$ cat src/rtl/mem_wb_pipe_reg.sv
// MEM->WB pipeline register: valid/ready handshake, 2-entry skid buffer, flush, retire counter.
// Optional operand forwarding taps from the main entry when MEM_WB_FWD_EN is defined.
module mem_wb_pipe_reg #(
  parameter int DATA_W     = 32,
  parameter int REG_W      = 5,
  parameter int MEMTOREG_W = 2,
  parameter int CNT_W      = 32
) (
  input  logic                  clk,
  input  logic                  rst_n,
  input  logic                  flush,
  input  logic                  in_valid,
  output logic                  in_ready,
  input  logic [DATA_W-1:0]     in_load_data,
  input  logic [DATA_W-1:0]     in_alu_result,
  input  logic [REG_W-1:0]      in_dest_reg,
  input  logic                  in_reg_write,
  input  logic [MEMTOREG_W-1:0] in_mem_to_reg,
  output logic                  out_valid,
  input  logic                  out_ready,
  output logic [DATA_W-1:0]     out_load_data,
  output logic [DATA_W-1:0]     out_alu_result,
  output logic [REG_W-1:0]      out_dest_reg,
  output logic                  out_reg_write,
  output logic [MEMTOREG_W-1:0] out_mem_to_reg,
`ifdef MEM_WB_FWD_EN
  input  logic [REG_W-1:0]      fwd_rs,
  input  logic [REG_W-1:0]      fwd_rt,
  output logic                  fwd_rs_hit,
  output logic                  fwd_rt_hit,
  output logic [DATA_W-1:0]     fwd_rs_data,
  output logic [DATA_W-1:0]     fwd_rt_data,
`endif
  output logic [CNT_W-1:0]      retire_count
);

  typedef struct packed {
    logic [DATA_W-1:0]     loadData;
    logic [DATA_W-1:0]     aluResult;
    logic [REG_W-1:0]      destReg;
    logic                  regWrite;
    logic [MEMTOREG_W-1:0] memToReg;
  } beat_t;

  // State is the pair {mainValid, skidValid}.
  localparam logic [1:0] EMPTY = 2'b00;
  localparam logic [1:0] ONE   = 2'b10;
  localparam logic [1:0] FULL  = 2'b11;

  beat_t            mainQ, skidQ, inBeat;
  logic             mainValid, skidValid, inReadyQ;
  logic             accept, drain;
  logic [CNT_W-1:0] retireCnt;

  assign inBeat = '{loadData: in_load_data, aluResult: in_alu_result, destReg: in_dest_reg,
                    regWrite: in_reg_write, memToReg: in_mem_to_reg};

  assign accept = in_valid & inReadyQ;
  assign drain  = mainValid & out_ready;

  always_ff @(posedge clk or negedge rst_n) begin
    if (!rst_n) begin
      mainValid <= 1'b0;
      skidValid <= 1'b0;
      inReadyQ  <= 1'b1;
      mainQ     <= '0;
      skidQ     <= '0;
      retireCnt <= '0;
    end else begin
      // A drain completes even in a flush cycle, so it is counted unconditionally.
      if (drain && mainQ.regWrite) retireCnt <= retireCnt + CNT_W'(1);
      if (flush) begin
        mainValid <= 1'b0;
        skidValid <= 1'b0;
        inReadyQ  <= 1'b1;
      end else begin
        case ({mainValid, skidValid})
          EMPTY: if (accept) begin
            mainQ     <= inBeat;
            mainValid <= 1'b1;
          end
          ONE: begin
            if (accept && drain) begin
              mainQ <= inBeat;
            end else if (accept) begin
              skidQ     <= inBeat;
              skidValid <= 1'b1;
              inReadyQ  <= 1'b0;
            end else if (drain) begin
              mainValid <= 1'b0;
            end
          end
          FULL: if (drain) begin
            mainQ     <= skidQ;
            skidValid <= 1'b0;
            inReadyQ  <= 1'b1;
          end
          default: begin
            // Unreachable encoding: fall back to empty.
            mainValid <= 1'b0;
            skidValid <= 1'b0;
            inReadyQ  <= 1'b1;
          end
        endcase
      end
    end
  end

  assign in_ready       = inReadyQ;
  assign out_valid      = mainValid;
  assign out_load_data  = mainQ.loadData;
  assign out_alu_result = mainQ.aluResult;
  assign out_dest_reg   = mainQ.destReg;
  assign out_reg_write  = mainQ.regWrite & mainValid;
  assign out_mem_to_reg = mainQ.memToReg;
  assign retire_count   = retireCnt;

`ifdef MEM_WB_FWD_EN
  logic [DATA_W-1:0] fwdData;
  logic              fwdLive;
  assign fwdData     = (mainQ.memToReg == MEMTOREG_W'(1)) ? mainQ.loadData : mainQ.aluResult;
  assign fwdLive     = out_reg_write & (mainQ.destReg != '0);
  assign fwd_rs_hit  = fwdLive & (mainQ.destReg == fwd_rs);
  assign fwd_rt_hit  = fwdLive & (mainQ.destReg == fwd_rt);
  assign fwd_rs_data = fwdData;
  assign fwd_rt_data = fwdData;
`endif

endmodule

$ cat config.mk
export PLATFORM = sky130hd
export DESIGN_NAME = mem_wb_pipe_reg
export DESIGN_NICKNAME = d
export VERILOG_FILES = /design/src/rtl/mem_wb_pipe_reg.sv
export SDC_FILE = /design/constraint.sdc
export NUM_CORES = 1
export LEC_CHECK = 0
export CAP_MARGIN = 20
export CORE_UTILIZATION = 45
export CTS_CLUSTER_DIAMETER = 60
export DETAILED_ROUTE_END_ITERATION = 7
export GPL_TIMING_DRIVEN = 1
export HOLD_SLACK_MARGIN = 0.1
export PLACE_DENSITY = 0.77
export SYNTH_ARGS = -nofsm -noshare
export SYNTH_HDL_FRONTEND = slang
export SYNTH_SLANG_ARGS = --single-unit
$ cat constraint.sdc
create_clock -name clk -period 5 [get_ports clk]
set_input_delay 1 -clock clk [delete_from_list [all_inputs] [get_ports clk]]
set_output_delay 1 -clock clk [all_outputs]
set_load 0.05 [all_outputs]
* After elaboration in Yosys (flattened, before gate mapping) *
Cells that the tools add are included.

word-level totals
  flip-flop bits (word level) = 179
  bits of input ports = 77
  output and inout bits = 106
  logic and storage cells = 59

operators by class
  add/subtract/negate cells = 1
  equality and inequality tests = 13
  multiplexer cells = 18
  bitwise gates (word level) = 5
  reduce and logical (&&, ||, !) cells = 8

operators with widths
  operator                                                          number
  72-bit 2-to-1 mux                                                 3
  72-bit case mux with 3 select lines                               1
  32-bit by 1-bit adder with 32-bit output (second input constant)  1
  3-bit != test (second input constant)                             6
  1-bit 2-to-1 mux                                                  11
  2-bit != test (second input constant)                             5
  5-bit AND reduction                                               2
  1-bit case mux with 3 select lines                                3
  4-bit AND reduction                                               2
  2-bit equality test (second input constant)                       2
  1-bit AND                                                         3
  3-bit nonzero test                                                1
  1-bit logical AND                                                 2
  2-bit zero test                                                   1
  1-bit inverter                                                    2

* Depth between registers and ports, before layout *
Gate-level depths: netlist (run 1).

  depth in word-level cells = 6
  mapped depth = 6
  mapped depth without buffers = 4

* Least setup slack after synthesis (run 1) *
No wires, ideal clock.

  path type = flip-flop to output port
  start = reg mainValid, in the netlist out_valid
  end = out out_reg_write
  data arrival time = 1.341 ns
  required time = 4.000 ns
  path slack = 2.659 ns
  stages on the path, launching flop included = 3
  path buffers = 1
  cells stage by stage = dfrtp_1 -> buf_2 -> and2_1

on the way
  longest elaborated chain between the ends = 1

ends and longest elaborated chain
  item                    RTL line  text
  from (decl)             51        logic mainValid, skidValid, inReadyQ;
  from (signal assigned)  63        mainValid <= 1'b0;
  from (signal assigned)  73        mainValid <= 1'b0;
  from (signal assigned)  80        mainValid <= 1'b1;
  1-bit AND               114       assign out_reg_write = mainQ.regWrite & mainValid;
  to (decl)               24        output logic out_reg_write,

No other way between the ends.

* Final worst setup path (run 1) *
Ends and elaborated chain as after synthesis.

==> summary.md, run 1 <==
| Metric | Value |
|---|---|
| WP data required | roughly 4 ns |
| Clock slew at reported path FFs | 0.07 ns |
| Power Dens Cells | around 430 nW/um2 |
| M1 wire length | 7426 um |
| Netlist cell types | 32 |
| DR DRC count | 0 |
| HPWL after detailed placement | around 11000 um |
| # diodes | 0 |
| Gate Count Post-Synth | 687 |
| Status | finished, final reports clean |
| Post-CTS Hold Fix Bufs | 0 |
| Die Height | 136.1 um |
| Post-Layout Inst Area | just over 10000 um2 |
| DIE WIDTH | 136.1 um |
| Worst hold margin | 0.4793 ns |
| Largest family of logic cells by synthesized area | multiplexers |
| Final core area utilization | 58.21% |
| Routed WL | 16030 um |
| Max reg flops | 72 |
| CP startpoint kind | flop |
| Final Non-Filler Cells | 1024 |
| Crit Path Class | reg2out |
| Initial antenna violation count | 0 |
| Area Overhead vs Synth | 25.28% |
| CTS tree | built |
| Critical Path Start | out_valid |
| Worst slack, placed | 1.822 ns |
| Hold crit path type | reg2reg |
| Mux cell area share after synthesis | about a fifth |
| Hold Path Origin | retire_count[31] |
| First-pass DRT Iterations | 5 |
| Gr usage total | a little under a fifth |
| Root Buffer Master | clkbuf_16 |
| Yosys top cell by area | dfrtp_1 |
| Seq. cell area | 4481 um2 |
| Top cells by instance count after synthesis | dfrtp_1 (178), nor2_1 (78), buf_4 (77), a21oi_1 (75), mux2_2 (73) |
| Post-route clock period utilization | about three fifths |
| Routed wire length on met2 | 7564 um |
| CP max FO | 9 |
| Placed cell area | roughly 9600 um2 |
| Synth Area in Adders | 0.1546% |
| Clock Path Buffers | 2 |
| Count leader, synth | dfrtp_1 |
| Setup TNS | 0 ns |
| Top FF cell, synth | dfrtp_1 |
| TritonCTS Sinks | 179 |
| Global-route wire length before repair | 26540 um |
| Post-CTS Setup Inserts | 0 |
| R2R Setup Slk | 2.78 ns |
| Wire length on met3 | 789 um |
| Drt first-iter violations | 242 |
| Wirelength per Cell | ~16 um |
| Fillers | 1426 |
| Fmax | 333.3 MHz |
| Final worst slack | 2.000 ns |
| Worst-Skew Late Latency | 0.41 ns |
| Vias in the first global route | between 5000 and 6000 |
| Max Used Layer | met4 |
| Placed insts | a little under 1000 |
| Post-synth EDFFs | 0 |
| Fraction of registers with async set/reset | 100.0% |
| Via count | 5198 |
| Antenna viol nets, final | 0 |
| Peak VDD IR | around 0.26 mV |
| Core Region | roughly 17000 um2 |
| Die area | ~19000 um2 |
| CP delay by family, top | buffers and inverters |
| Leak | about 4.8 nW |
| Worst Tran Pin Value | 1.055 ns |
| # H-tree levels | 4 |
| Gp weighted congestion | 0.7709 |
| Total chip power | 4.403 mW |
| Final hold vios | 0 |
| IO Port Bufs | 182 |
| Boundary pin count | 183 |
| Synth Area in XOR/XNOR | 3.355% |
| Largest net degree at the start of global routing | roughly 150 |
| Ys Warns | 0 |
| Core Rows | 48 |
| Routed vias/inst | 5.076 |
| CP Capture Type | output pin |
| Multi-input gate area | around 2900 um2 |
| CP peak stage delay | roughly 0.81 ns |
| Post-CTS sizing | 0 |
| Worst rel slew slack | 29.70% |
| Max_cap viols | 0 |
| Simple-gate area share of the yosys netlist | 8.086% |
| Synth Area per Inst | 11.78 um2 |
| WP buf/inv | 1 |
| Nets | 864 |
| Layout Skew | 0.008158 ns |
| Proportion of layout cells with a drive suffix above 1 | 14.27% |
| Biggest register | skidQ |
| FF+latch count, synth | ~180 |
| Arr. time, crit path | 2.00 ns |
| Final setup viols | 0 |
| Initial Utilization | 46.47% |
| Top cell type's share of synthesized area | 55.04% |
| Slew Viols, Final | 0 |
| Synth Cell Area | ~8100 um2 |
| Worst path slowest cell | clkdlybuf4s50_1 |
| CTS buffer count | 17 |
| CP Cell Sequence | and2_1 -> clkdlybuf4s50_1 |
| Syn Nets | 765 |
| Worst R2R Start | out_valid |
| Register area share after synthesis | 55.36% |
| RSZ-0062 raised after global routing | false |
| Min Clock Period, post-route | 3.000 ns |
| Synth area leaders | dfrtp_1 (55%), mux2_2 (10%), mux2i_1 (8.9%), buf_4 (7.1%), a21oi_1 (4.6%) |
| Grt total ovfl | 0 |
| Synth Area in Compound Gates | 5.133% |
cells in the final DEF, fill, tap and decap left out, types with 2 or more instances in the layout:
cell	count
clkbuf_1	2
xnor2_1	14
mux2i_1	72
bufinv_16	2
nand3_1	9
a21oi_1	75
inv_1	3
and4_1	4
inv_6	2
and2_1	4
clkinv_2	3
nor3_1	6
nor4_1	10
dfrtp_1	178
clkinv_4	3
nand2_1	15
clkdlybuf4s50_1	181
nand4_1	7
clkbuf_16	17
buf_4	3
nor2_1	78
clkbuf_8	2
and3_1	3
xor2_1	17
mux2_2	73
report_power, final:
group,internal [mW],leakage (nW),total (mW),switching (mW)
clock,0.767,0.288,1.32,0.550
sequential,1.74,2.14,1.91,0.170
combinational,0.474,2.36,1.18,0.703
total,2.98,4.79,4.40,1.42
routing by layer:
metal	global-route usage [%]	vias up
li1	-	2487
met1	25.06	2571
met2	28.06	123
met3	4.139	17
met4	6.481	0
met5	0	-
final cells by class:
cell class / count / area share, %
tap: 225 / 2.777
sequential: 179 / 44.19
clock buffer: 21 / 4.542
multi-input combinational: 398 / 28.69
inverter: 4 / 0.1481
clock inverter: 11 / 1.246
timing repair buffer: 186 / 18.40
cell families (layout without fill, tap and decap cells):
group / Yosys count / count (layout)
multiplexers: 145 / 145
AND/OR/NAND/NOR: 143 / 143
adder cells (fa/ha/maj): 1 / 1
flip-flops: 179 / 179
AO/OA/AOI/OAI: 78 / 78
XOR/XNOR: 31 / 31
buffers and inverters: 110 / 222
worst register-to-register path, delay by kind of cell, from the launching register on:
kind / cells / cell delay [ns]
buffers and inverters: 1 / 0.64
AND/OR/NAND/NOR: 1 / 0.57
flip-flops: 1 / 0.50
AO/OA/AOI/OAI: 1 / 0.08
multiplexers: 1 / 0.29
path summary, 6_finish.rpt:
kind,endpoint,cells after the start
min in group asynchronous,retire_count[28],1
worst max register to register,out_alu_result[31],4
worst min-delay path,retire_count[31],1
max in group asynchronous,out_load_data[1],2
worst min register to register,retire_count[31],1
worst max-delay path,out_reg_write,2
Note: power is estimated with default switching activity, not from simulation.
==> inputs of run 2 (changes only) <==
--- a/config.mk
+++ b/config.mk
@@ -11,7 +11,7 @@
 export DETAILED_ROUTE_END_ITERATION = 7
 export GPL_TIMING_DRIVEN = 1
 export HOLD_SLACK_MARGIN = 0.1
-export PLACE_DENSITY = 0.77
+export PLACE_DENSITY = 0.8
 export SYNTH_ARGS = -nofsm -noshare
 export SYNTH_HDL_FRONTEND = slang
 export SYNTH_SLANG_ARGS = --single-unit
==> constraint.sdc (replaced) <==
create_clock -name clk -period 2.4 [get_ports clk]
set_input_delay 0.48 -clock clk [delete_from_list [all_inputs] [get_ports clk]]
set_output_delay 0.48 -clock clk [all_outputs]
set_load 0.05 [all_outputs]
==> run 2 against run 1 <==
Net effect:
- utilization increased by 1.2 points
- combinational power increased by 110%
- cell count increased by 1.2%
- first-iteration DRC count decreased by 26%
- routed wire length increased by 0.67%
- via count increased by 0.54%
- power increased by 110%
- design area increased by 2.0%
- clock power increased by 110%
- highest routed layer unchanged
==> summary.md, run 2 (synthesized netlist as in run 1, its figures left out) <==
| Metric | Value |
|---|---|
| Final setup viols | 0 |
| WP buf/inv | 1 |
| Leak | between 4 and 5 nW |
| Final hold vios | 0 |
| Hold crit path type | reg2reg |
| Crit Path Class | reg2out |
| Grt total ovfl | 0 |
| Worst Tran Pin Value | between 0.5 and 0.6 ns |
| Comb pwr share | 26.9% |
| Worst path slowest cell | clkdlybuf4s50_1 |
| Global-route wire length before repair | between 20000 and 30000 um |
| Via count | 5226 |
| Most frequent cells in the layout | clkdlybuf4s50_1 (179), dfrtp_1 (178), nor2_1 (78) |
| Flop pwr share | 42.9% |
| CTS tree | built |
| HPWL after detailed placement | 10980 um |
| Wirelength per Cell | 15.58 um |
| Routed vias/inst | just over 5 |
| Clock Path Buffers | 2 |
| TritonCTS Sinks | between 150 and 200 |
| Gr usage total | around 18% |
| Core Region | 17420 um2 |
| Drt first-iter violations | 180 |
| Commonest non-fill, non-tap cell in the layout | clkdlybuf4s50_1 |
| Clk pwr share | a little under a third |
| DIE WIDTH | about 140 um |
| CP delay by family, top | buffers and inverters |
| CP Cell Sequence | clkdlybuf4s50_1 |
| Area Overhead vs Synth | 27.81% |
| Worst rel slew slack | 60.33% |
| CP max FO | 5 |
| Root Buffer Master | clkbuf_16 |
| Power Dens Cells | 896.4 nW/um2 |
| Largest net degree at the start of global routing | 79 |
| Vias in the first global route | 5294 |
| Gp weighted congestion | 0.7798 |
| Post-CTS Setup Inserts | 0 |
| Hold Path End | retire_count[31] |
| Cell internal pwr | 6.323 mW |
| Final core area utilization | 59.39% |
| Core Rows | 48 |
| CP peak stage delay | 0.82 ns |
| Initial Utilization | 46.47% |
| # H-tree levels | 4 |
| Setup TNS | 0 ns |
| CP Capture Type | output pin |
| Hold Path Origin | retire_count[31] |
| Die area | 18520 um2 |
| Layout Skew | 0.008812 ns |
| RSZ-0062 raised after global routing | false |
| First-pass DRT Iterations | 4 |
| Clock slew at reported path FFs | 0.06 ns |
| Antenna viol nets, final | 0 |
| Fmax | 441.7 MHz |
| Worst Reg2Reg Path Length in Cells | 4 |
| Nets | 877 |
| Switch share | 31.80% |
| Net switching power | approximately 3 mW |
| Worst-Skew Late Latency | 0.41 ns |
| Post-route clock period utilization | 94.34% |
| R2R Setup Slk | 0.45 ns |
| Max reg flops | between 70 and 80 |
| DR DRC count | 0 |
| Arr. time, crit path | approximately 1.8 ns |
| Hold path depth | 1 |
| Status | finished, final reports clean |
| Max_cap viols | 0 |
| Biggest register | skidQ |
| FF-to-FF End | retire_count[27] |
| Total chip power | between 9 and 10 mW |
| IO Port Bufs | 182 |
| Boundary pin count | 183 |
| Initial antenna violation count | 1 |
| Routed WL | ~16000 um |
| Die Height | 136.1 um |
| Peak VDD IR | 0.5196 mV |
| Slew Viols, Final | 0 |
| CTS buffer count | 17 |
| WP data required | 1.92 ns |
| Worst R2R Start | retire_count[3] |
| Proportion of layout cells with a drive suffix above 1 | 15.31% |
| CP startpoint kind | flop |
| Min Clock Period, post-route | about 2.3 ns |
[run 2: cell type report]
| class | instances | area, um2 |
|---|---|---|
| repair buffers | 199 | 2066 |
| multi-input cells | 398 | 2909 |
| inverters | 4 | 15.01 |
| clock inverters | 8 | 125.1 |
| well taps | 225 | 281.5 |
| fillers | 1465 | 7073 |
| flip-flops and latches | 179 | 4481 |
| diodes | 1 | 2.502 |
| clock buffers | 22 | 464.2 |
[run 2: worst max-delay path by stage]
stage	startpoint	end	slack [ns]	cells past startpoint
global route	in_ready	in_ready	0.07	1
finish	in_ready	in_ready	0.14	1
global placement	in_valid	out_load_data[31]	0.20	7
detailed placement	in_valid	out_load_data[28]	0.15	7
floorplan	retire_count[3]	retire_count[13]	0.39	4
CTS	out_valid	out_valid	0.03	1
[run 2: stage by stage]
step	worst slack, ns	std cells	hold slack [ns]	area [um2]
after global routing	0.07002	1036	0.5084	10340
after global placement	0.1968	1004	0.4669	9739
after CTS	0.02669	1035	0.4801	10340
after floorplan	0.3927	687	0.1844	8093
after detailed placement	0.1482	1004	0.4645	9739
final	0.1358	1036	0.4709	10340
[run 2: power groups by stage]
| stage | registers [mW] | logic (mW) | clock network [mW] |
|---|---|---|---|
| global route | 4.06 | 2.65 | 3.00 |
| global placement | 4.00 | 2.46 | 0 |
| finish | 3.98 | 2.49 | 2.81 |
| detailed placement | 4.03 | 2.51 | 0 |
| floorplan | 4.05 | 1.85 | 0 |
| CTS | 3.98 | 2.52 | 2.89 |
[run 2: layer usage]
metal  share of wire (%)  vias to the layer above  global-route usage [%]
li1                    -                     2524                       -
met1                  44                     2565                   23.46
met2                  48                      129                   29.55
met3                 6.4                        8                   6.003
met4                0.90                        0                   4.383
met5                   0                        -                       0
[run 2: timing repair]
action | 4_1_cts | 5_1_grt
hold buffers | 1 | 0
endpoints found under the hold margin | 57 | 0
resized for setup | 0 | 1
endpoints found under the setup margin | 0 | 1
